**config.mk**
```make
export PLATFORM = sky130hd
export DESIGN_NAME = traffic_signal_monitor
export DESIGN_NICKNAME = d
export VERILOG_FILES = /design/src/rtl/traffic_signal_monitor.sv
export SDC_FILE = /design/constraint.sdc
export NUM_CORES = 1
export LEC_CHECK = 0
export ABC_AREA = 1
export BUFFER_PORTS_ARGS = -buffer_cell sky130_fd_sc_hd__buf_4
export CAP_MARGIN = 20
export CORE_MARGIN = 5
export CORE_UTILIZATION = 30
export DETAILED_ROUTE_END_ITERATION = 16
export PLACE_DENSITY = 0.43
export SYNTH_ARGS = -nofsm -noshare
export SYNTH_HDL_FRONTEND = slang
export SYNTH_SLANG_ARGS = --single-unit
```
**constraint.sdc**
```tcl
create_clock -name clk -period 2.8 [get_ports clk]
set_clock_uncertainty 0.05 [all_clocks]
set_input_delay 0 -clock clk [delete_from_list [all_inputs] [get_ports clk]]
set_output_delay 0 -clock clk [all_outputs]
set_load 0.01 [all_outputs]
```
**src/rtl/traffic_signal_monitor.sv**
```systemverilog
// Conflict monitor between the intersection controller and the lamp drivers.
// It decodes the phase code to lamp drives, checks the phase order and dwell bounds, and latches a flashing-red failsafe.
module traffic_signal_monitor #(
  parameter int RED_MIN    = 4,
  parameter int RED_MAX    = 8,
  parameter int YEL_MIN    = 1,
  parameter int YEL_MAX    = 2,
  parameter int GRN_MIN    = 6,
  parameter int GRN_MAX    = 11,
  parameter int CNT_W      = 8,
  parameter int FLASH_HALF = 2
) (
  input  logic             clk,
  input  logic             rst,
  input  logic [1:0]       signal_in,
  output logic             lamp_red,
  output logic             lamp_yel,
  output logic             lamp_grn,
  output logic             phase_done,
  output logic [CNT_W-1:0] last_dwell,
  output logic [15:0]      cycle_count,
  output logic             fault,
  output logic [2:0]       fault_code
);

  localparam int CW1 = CNT_W + 1;

  localparam logic [1:0] PH_RED = 2'b00;
  localparam logic [1:0] PH_YEL = 2'b01;
  localparam logic [1:0] PH_GRN = 2'b10;
  localparam logic [1:0] PH_BAD = 2'b11;

  localparam logic [2:0] FC_NONE     = 3'd0;
  localparam logic [2:0] FC_ILLEGAL  = 3'd1;
  localparam logic [2:0] FC_SEQUENCE = 3'd2;
  localparam logic [2:0] FC_SHORT    = 3'd3;
  localparam logic [2:0] FC_TIMEOUT  = 3'd4;

  localparam logic [CNT_W-1:0] CNT_ONE    = CNT_W'(1);
  localparam logic [CNT_W-1:0] FLASH_LAST = CNT_W'(FLASH_HALF - 1);

  typedef enum logic [1:0] {
    ST_INIT  = 2'd0,
    ST_RUN   = 2'd1,
    ST_FAULT = 2'd2
  } state_t;

  function automatic logic [CW1-1:0] dwell_max(input logic [1:0] ph);
    case (ph)
      PH_RED:  return CW1'(RED_MAX);
      PH_YEL:  return CW1'(YEL_MAX);
      default: return CW1'(GRN_MAX);
    endcase
  endfunction

  function automatic logic [CNT_W-1:0] dwell_min(input logic [1:0] ph);
    case (ph)
      PH_RED:  return CNT_W'(RED_MIN);
      PH_YEL:  return CNT_W'(YEL_MIN);
      default: return CNT_W'(GRN_MIN);
    endcase
  endfunction

  function automatic logic [1:0] successor(input logic [1:0] ph);
    case (ph)
      PH_RED:  return PH_YEL;
      PH_YEL:  return PH_GRN;
      PH_GRN:  return PH_RED;
      default: return PH_BAD;
    endcase
  endfunction

  // Lamp vector is {grn, yel, red}.
  function automatic logic [2:0] lamp_decode(input logic [1:0] ph);
    case (ph)
      PH_RED:  return 3'b001;
      PH_YEL:  return 3'b010;
      PH_GRN:  return 3'b100;
      default: return 3'b001;
    endcase
  endfunction

  state_t           state_p0, state_p1;
  logic [1:0]       cur_p0, cur_p1;
  logic [CNT_W-1:0] cnt_p0, cnt_p1;
  logic [2:0]       lamps_p0, lamps_p1;
  logic             phase_done_p0, phase_done_p1;
  logic [CNT_W-1:0] last_dwell_p0, last_dwell_p1;
  logic [15:0]      cycle_count_p0, cycle_count_p1;
  logic             fault_p0, fault_p1;
  logic [2:0]       fault_code_p0, fault_code_p1;
  logic [CNT_W-1:0] flash_p0, flash_p1;
  logic [CW1-1:0]   cnt_inc;
  logic             fault_hit;
  logic [2:0]       fault_sel;

  // Stage p0: next-state and next-output evaluation.
  always_comb begin
    state_p0       = state_p1;
    cur_p0         = cur_p1;
    cnt_p0         = cnt_p1;
    lamps_p0       = lamps_p1;
    phase_done_p0  = 1'b0;
    last_dwell_p0  = last_dwell_p1;
    cycle_count_p0 = cycle_count_p1;
    fault_p0       = fault_p1;
    fault_code_p0  = fault_code_p1;
    flash_p0       = flash_p1;
    fault_hit      = 1'b0;
    fault_sel      = FC_NONE;
    cnt_inc        = {1'b0, cnt_p1} + CW1'(1);

    case (state_p1)
      ST_INIT: begin
        lamps_p0 = 3'b001;
        if (signal_in == PH_BAD) begin
          fault_hit = 1'b1;
          fault_sel = FC_ILLEGAL;
        end else if (signal_in == PH_RED) begin
          state_p0 = ST_RUN;
          cur_p0   = PH_RED;
          cnt_p0   = CNT_ONE;
          lamps_p0 = lamp_decode(PH_RED);
        end
      end

      ST_RUN: begin
        if (signal_in == PH_BAD) begin
          fault_hit = 1'b1;
          fault_sel = FC_ILLEGAL;
        end else if (signal_in == cur_p1) begin
          if (cnt_inc > dwell_max(cur_p1)) begin
            fault_hit = 1'b1;
            fault_sel = FC_TIMEOUT;
          end else begin
            cnt_p0   = cnt_inc[CNT_W-1:0];
            lamps_p0 = lamp_decode(signal_in);
          end
        end else if (signal_in != successor(cur_p1)) begin
          fault_hit = 1'b1;
          fault_sel = FC_SEQUENCE;
        end else if (cnt_p1 < dwell_min(cur_p1)) begin
          fault_hit = 1'b1;
          fault_sel = FC_SHORT;
        end else begin
          last_dwell_p0 = cnt_p1;
          phase_done_p0 = 1'b1;
          cur_p0        = signal_in;
          cnt_p0        = CNT_ONE;
          lamps_p0      = lamp_decode(signal_in);
          if (cur_p1 == PH_GRN) begin
            cycle_count_p0 = cycle_count_p1 + 16'd1;
          end
        end
      end

      ST_FAULT: begin
        // Red flashes with period 2*FLASH_HALF; first fault cycle is lit.
        if (flash_p1 == FLASH_LAST) begin
          flash_p0 = '0;
          lamps_p0 = {2'b00, ~lamps_p1[0]};
        end else begin
          flash_p0 = flash_p1 + CNT_ONE;
          lamps_p0 = {2'b00, lamps_p1[0]};
        end
      end

      default: begin
        state_p0 = ST_INIT;
      end
    endcase

    if (fault_hit) begin
      state_p0      = ST_FAULT;
      fault_p0      = 1'b1;
      fault_code_p0 = fault_sel;
      lamps_p0      = 3'b001;
      flash_p0      = '0;
      phase_done_p0 = 1'b0;
    end
  end

  // Stage p1: registered state and outputs.
  always_ff @(posedge clk) begin
    if (rst) begin
      state_p1       <= ST_INIT;
      cur_p1         <= PH_RED;
      cnt_p1         <= '0;
      lamps_p1       <= 3'b001;
      phase_done_p1  <= 1'b0;
      last_dwell_p1  <= '0;
      cycle_count_p1 <= '0;
      fault_p1       <= 1'b0;
      fault_code_p1  <= FC_NONE;
      flash_p1       <= '0;
    end else begin
      state_p1       <= state_p0;
      cur_p1         <= cur_p0;
      cnt_p1         <= cnt_p0;
      lamps_p1       <= lamps_p0;
      phase_done_p1  <= phase_done_p0;
      last_dwell_p1  <= last_dwell_p0;
      cycle_count_p1 <= cycle_count_p0;
      fault_p1       <= fault_p0;
      fault_code_p1  <= fault_code_p0;
      flash_p1       <= flash_p0;
    end
  end

  assign lamp_red    = lamps_p1[0];
  assign lamp_yel    = lamps_p1[1];
  assign lamp_grn    = lamps_p1[2];
  assign phase_done  = phase_done_p1;
  assign last_dwell  = last_dwell_p1;
  assign cycle_count = cycle_count_p1;
  assign fault       = fault_p1;
  assign fault_code  = fault_code_p1;

endmodule

```
======== Word level (Yosys, flattened, before mapping) ========
Index checks and enable logic that the tools add are counted.
storage, ports and cells
  logic and storage cells ................. 119
  flip-flop bits (word level) ............. 52
operators by class
  reduce and logical (&&, ||, !) cells .... 16
  multiplexer cells ....................... 56
  $add $sub $neg .......................... 3
  equal/unequal tests ..................... 23
  magnitude comparators ................... 2
  bitwise operators ....................... 7
operators with widths
  operator               number
  $mux 8                 12
  $mux 2                 14
  $mux 9                 3
  $mux 3                 8
  $pmux 3 s2             3
  $add 16x1->16 const B  1
  $pmux 8 s2             1
  $ne 3x3->1 const B     5
  $ne 2x2->1 const B     7
  $reduce_and 7->1       2
  $reduce_and 6->1       2
  $reduce_and 5->1       2
  $add 8x1->9 const B    1
  $gt 9x9->1             1
  $mux 1                 9
  $pmux 3 s3             1
  $add 8x1->8 const B    1
  $eq 2x2->1 const B     4
  $eq 8x1->1 const B     1
  $lt 8x8->1             1
  $pmux 2 s2             2
  $pmux 4 s2             1
  $not 1->1              7
  $eq 2x1->1 const B     3
  11 further kinds       15

======== Longest topological paths before layout ========
  depth after elaboration ................. 18
  gate-level depth with buffers ........... 17

======== Worst setup path before layout ========
OpenSTA, ideal clock, no wires.
  kind .................................... register -> register
  start ................................... register cur_p1[1]
  end ..................................... register cycle_count_p1[9] (netlist: cycle_count[9])
  arrival ................................. 2068 ps
  stages on the path, launching flop included .. 16
  setup slack ............................. 613 ps
  buffers on the path ..................... 1
  path through ............................ dfxtp_1 > inv_1 > ha_1 > nor2_1 > inv_1 > ha_1 > nand2_1 > nand2_1 > nand2_1 > nand2_1 > nand4_4 > clkinv_2 > nand2_2 > buf_2 > nand2_1 > a21oi_2
between the ends
  longest elaborated chain between the ends .. 9
RTL lines
  item                                           line    source
  from (decl)                                    84      logic [1:0] cur_p0, cur_p1;
  from (signal assigned)                         198     cur_p1 <= cur_p0;
  $eq 2x1->1 or $logic_not 2->1 (tied branches)  57, 65
  $pmux 3 s2                                     57      case (ph)
  $mux 8                                         139     end else if (signal_in != successor(cur_p1)) begin
  $mux 8                                         131     end else if (signal_in == cur_p1) begin
  $mux 8                                         128     if (signal_in == PH_BAD) begin
  $mux 8                                         113     case (state_p1)
  $lt 8x8->1                                     142     end else if (cnt_p1 < dwell_min(cur_p1)) begin
  $not 1->1 (no source line)                     -
  $reduce_and 6->1 (no source line) (*)          -
  to (signal assigned)                           203     cycle_count_p1 <= cycle_count_p0;
  to (decl)                                      89      logic [15:0] cycle_count_p0, cycle_count_p1;
Every way passes the cells marked *; elsewhere a longest branch is shown, timed or not. The select of a mux whose other input is x is not followed.
A chain may end at the register's enable or synchronous reset.

======== Final worst setup path ========
  start ................................... register cur_p1[1]
  end ..................................... register cycle_count_p1[3] (netlist: cycle_count[3])
The elaborated chain is that of the path after synthesis.

==> results_dict.tcl <==
set metrics [dict create \
    crit_type "flip-flop to flip-flop" \
    grt_setup_unrepaired "no" \
    p_seq_frac 0.330 \
    cts_hold_buf 0 \
    p_sw_mw 1.15 \
    ys_ff_latch 52 \
    ys_warn_count 0 \
    grt_antenna_before_repair 0 \
    timing.slew.headroom 0.564 \
    synth.area.top_cells "dfxtp_1, nand2_1, ha_1, inv_1, nor2_1" \
    rr_startpoint "cur_p1[1]$_SDFFE_PP0P_" \
    dr.pass1.iters 4 \
    clk_path_buf_depth 2 \
    crit_path_end_kind "flip-flop" \
    post_cts_buffers 0 \
    grt_pass1_vias 2752 \
    synth.distinct_cells 36 \
    vias 2742 \
    dr_wl_met2_um 3390 \
    vdd_drop_max_mv 0.204 \
    ant_nets 0 \
    netlist_area_sq_um 3160 \
    power_density_nw_per_um2 749 \
    clk_latency_ns 0.31 \
    die_w_um 113 \
    status "complete, no violations" \
    maxUsedRoutingLayer "met4" \
    min_from "signal_in[0]" \
    placed_cell_area_sq_um 3570 \
    detail_route.vias_per_cell 4.48 \
    rr_endpoint "cycle_count[3]$_SDFFE_PP0P_" \
    critPathArrivalTime_ns 2.72 \
    syn_nets 467 \
    setup_viol 0 \
    htree_levels 2 \
    syn_inst 440 \
    setup_ws_ns 0.277 \
    comb_power_share 0.449 \
    row_count 37 \
    drc_errors 0 \
    met1_length_um 4020 \
    synthTopCellsByCount "nand2_1, inv_1, dfxtp_1, nor2_1" \
    synth_edf_count 0 \
    synth.most_common_cell "nand2_1" \
    dieHeight_um 113 \
    cts_resized 0 \
    routedWlPerCell_um 12.6 \
    ff2ff_setup_slack_ns 0.28 \
    syn_area_per_cell_sq_um 7.19 \
    dieArea_sq_um 12700 \
    cts_sinks 52 \
    ys_seq_area_frac 0.329 \
    endpoint "cycle_count[3]$_SDFFE_PP0P_" \
    synth_top_area_cell "dfxtp_1" \
    maxCapViolations 0 \
    worstRegToRegCells 15 \
    tns_ns 0 \
    clock.fmax_mhz 396 \
    nNetsFinal 503 \
    gp_congestion 0.791 \
    routed_wirelength_um 7720 \
    io_buffer_count 35 \
    root_buffer "clkbuf_8" \
    worst_pin_slew_ns 0.646 \
    pwr-share-clk 0.221 \
    synth_top_area_share 0.329 \
    fin_crit_sh 0.901 \
    swShare 0.416 \
    worstPathRequired_ns 3.00 \
    place_hpwl_um 5840 \
    grt_max_degree 22 \
    cp-start-kind "flip-flop" \
    antenna_cells 0 \
    fin_crit_ns 2.52 \
    grt.overflow.total 0 \
    critPathLaunch "cur_p1[1]$_SDFFE_PP0P_" \
    p_int_mw 1.62 \
    ios 36 \
    drv_slew 0 \
    numCtsBuffers 5 \
    hold_viol_final 0 \
    coreArea_sq_um 10300 \
    clk_pin_slew_ns 0.11 \
    drt_iter0_drc 172 \
    grt_first_pass_wirelength_um 13200 \
    place_worst_setup_slack_ns 0.285 \
    cp_max_fo 15 \
    worst_hold_path_type "input port to flip-flop" \
    start_util 0.306 \
    wl_met3_um 224 \
    syn_to_final_growth_pct 17.0 \
    grt_util_all_layers 0.125 \
    cellLeakagePower_nw 1.59 \
    async_reset_ff_frac 0 \
    drive_above_1_share 0.197 \
    synthFlopType "dfxtp_1" \
    postLayoutCellArea_sq_um 3700 \
    cts_tree "yes" \
]
worst min path at each step:
stage | end | slack (ns) | depth (start not counted)
after global routing | cur_p1[0]$_SDFFE_PP0P_ | 0.02 | 3
after detailed placement | cur_p1[0]$_SDFFE_PP0P_ | 0.35 | 3
after CTS | cur_p1[0]$_SDFFE_PP0P_ | 0.01 | 3
final | cur_p1[0]$_SDFFE_PP0P_ | 0.02 | 3
after floorplan | lamps_p1[0]$_SDFFE_PP1P_ | 0.07 | 2
after global placement | cur_p1[0]$_SDFFE_PP0P_ | 0.35 | 3
flip-flops by register name (all words and copies together), names as in the netlist, 2 cells and up:
register,count
lamps_p1,3
cur_p1,2
last_dwell,8
cnt_p1,8
cycle_count,16
state_p1,2
fault_code,3
flash_p1,8
cell families (layout without fill, tap and decap cells):
| kind of cell | count (synthesis) | after routing | synth area share |
|---|---|---|---|
| xor gates and xnor gates | 18 | 18 | 0.0499 |
| adders and majority gates | 23 | 23 | 0.0910 |
| AOI/OAI and AO/OA | 61 | 61 | 0.118 |
| and+or+nand+nor | 211 | 211 | 0.318 |
| buffers and inverters | 75 | 111 | 0.0946 |
| DFF | 52 | 52 | 0.329 |
metrics by stage:
step                hold WS [ns]   util  instances  power, mW
floorplan                 0.0723      -        440       1.87
global placement           0.349  0.346        605       2.19
detailed placement         0.351  0.346        605       2.18
CTS                       0.0108  0.358        612       2.82
global route              0.0209  0.358        612       3.03
finish                    0.0223  0.358        612       2.77
per-layer routing:
metal | up-vias | track usage
li1 | 1473 | -
met1 | 1221 | 0.177
met2 | 42 | 0.194
met3 | 6 | 0.0221
met4 | 0 | 0.0369
met5 | - | 0
cell usage in the layout, fill, tap and decap left out, drive strengths merged:
cell	netlist	final
nor3	14	14
nand2	105	105
inv	65	65
bufinv	0	2
buf	5	38
or2	1	1
and2	1	1
ha	23	23
nand3b	1	1
dfxtp	52	52
nand3	24	24
a21oi	35	35
nor2	52	52
xor2	9	9
a211oi	1	1
nand4	12	12
xnor2	9	9
clkbuf	4	5
clkinv	1	1
nor4	1	1
o221ai	1	1
o22ai	3	3
o21ai	21	21
cell type report:
cell class / count / area (sq um)
Clock buffer: 5 / 68.8
Clock inverter: 2 / 60.1
Fill cell: 1113 / 6630
Inverter: 66 / 251
Multi-Input combinational cell: 313 / 1820
Sequential cell: 52 / 1040
Tap cell: 136 / 170
Timing Repair Buffer: 38 / 285
critical path, stage by stage (launching register included):
cell and delay, ns:
dfxtp_1 0.41, inv_1 0.13, ha_1 0.28, nor2_1 0.18
inv_1 0.06, ha_1 0.27, nand2_1 0.05, nand2_1 0.05
nand2_1 0.06, nand2_1 0.13, nand4_4 0.17, clkinv_2 0.10
nand2_2 0.19, o21ai_1 0.19, nand2_1 0.06, nor2_1 0.09
power groups by stage:
stage	Sequential [mW]	Combinational [mW]	Clock (mW)
after floorplan	0.922	0.945	0
after global placement	0.931	1.26	0
after detailed placement	0.931	1.25	0
after CTS	0.914	1.26	0.643
after global routing	0.928	1.43	0.670
final	0.914	1.24	0.613
Power figures use the tool's default switching activity.
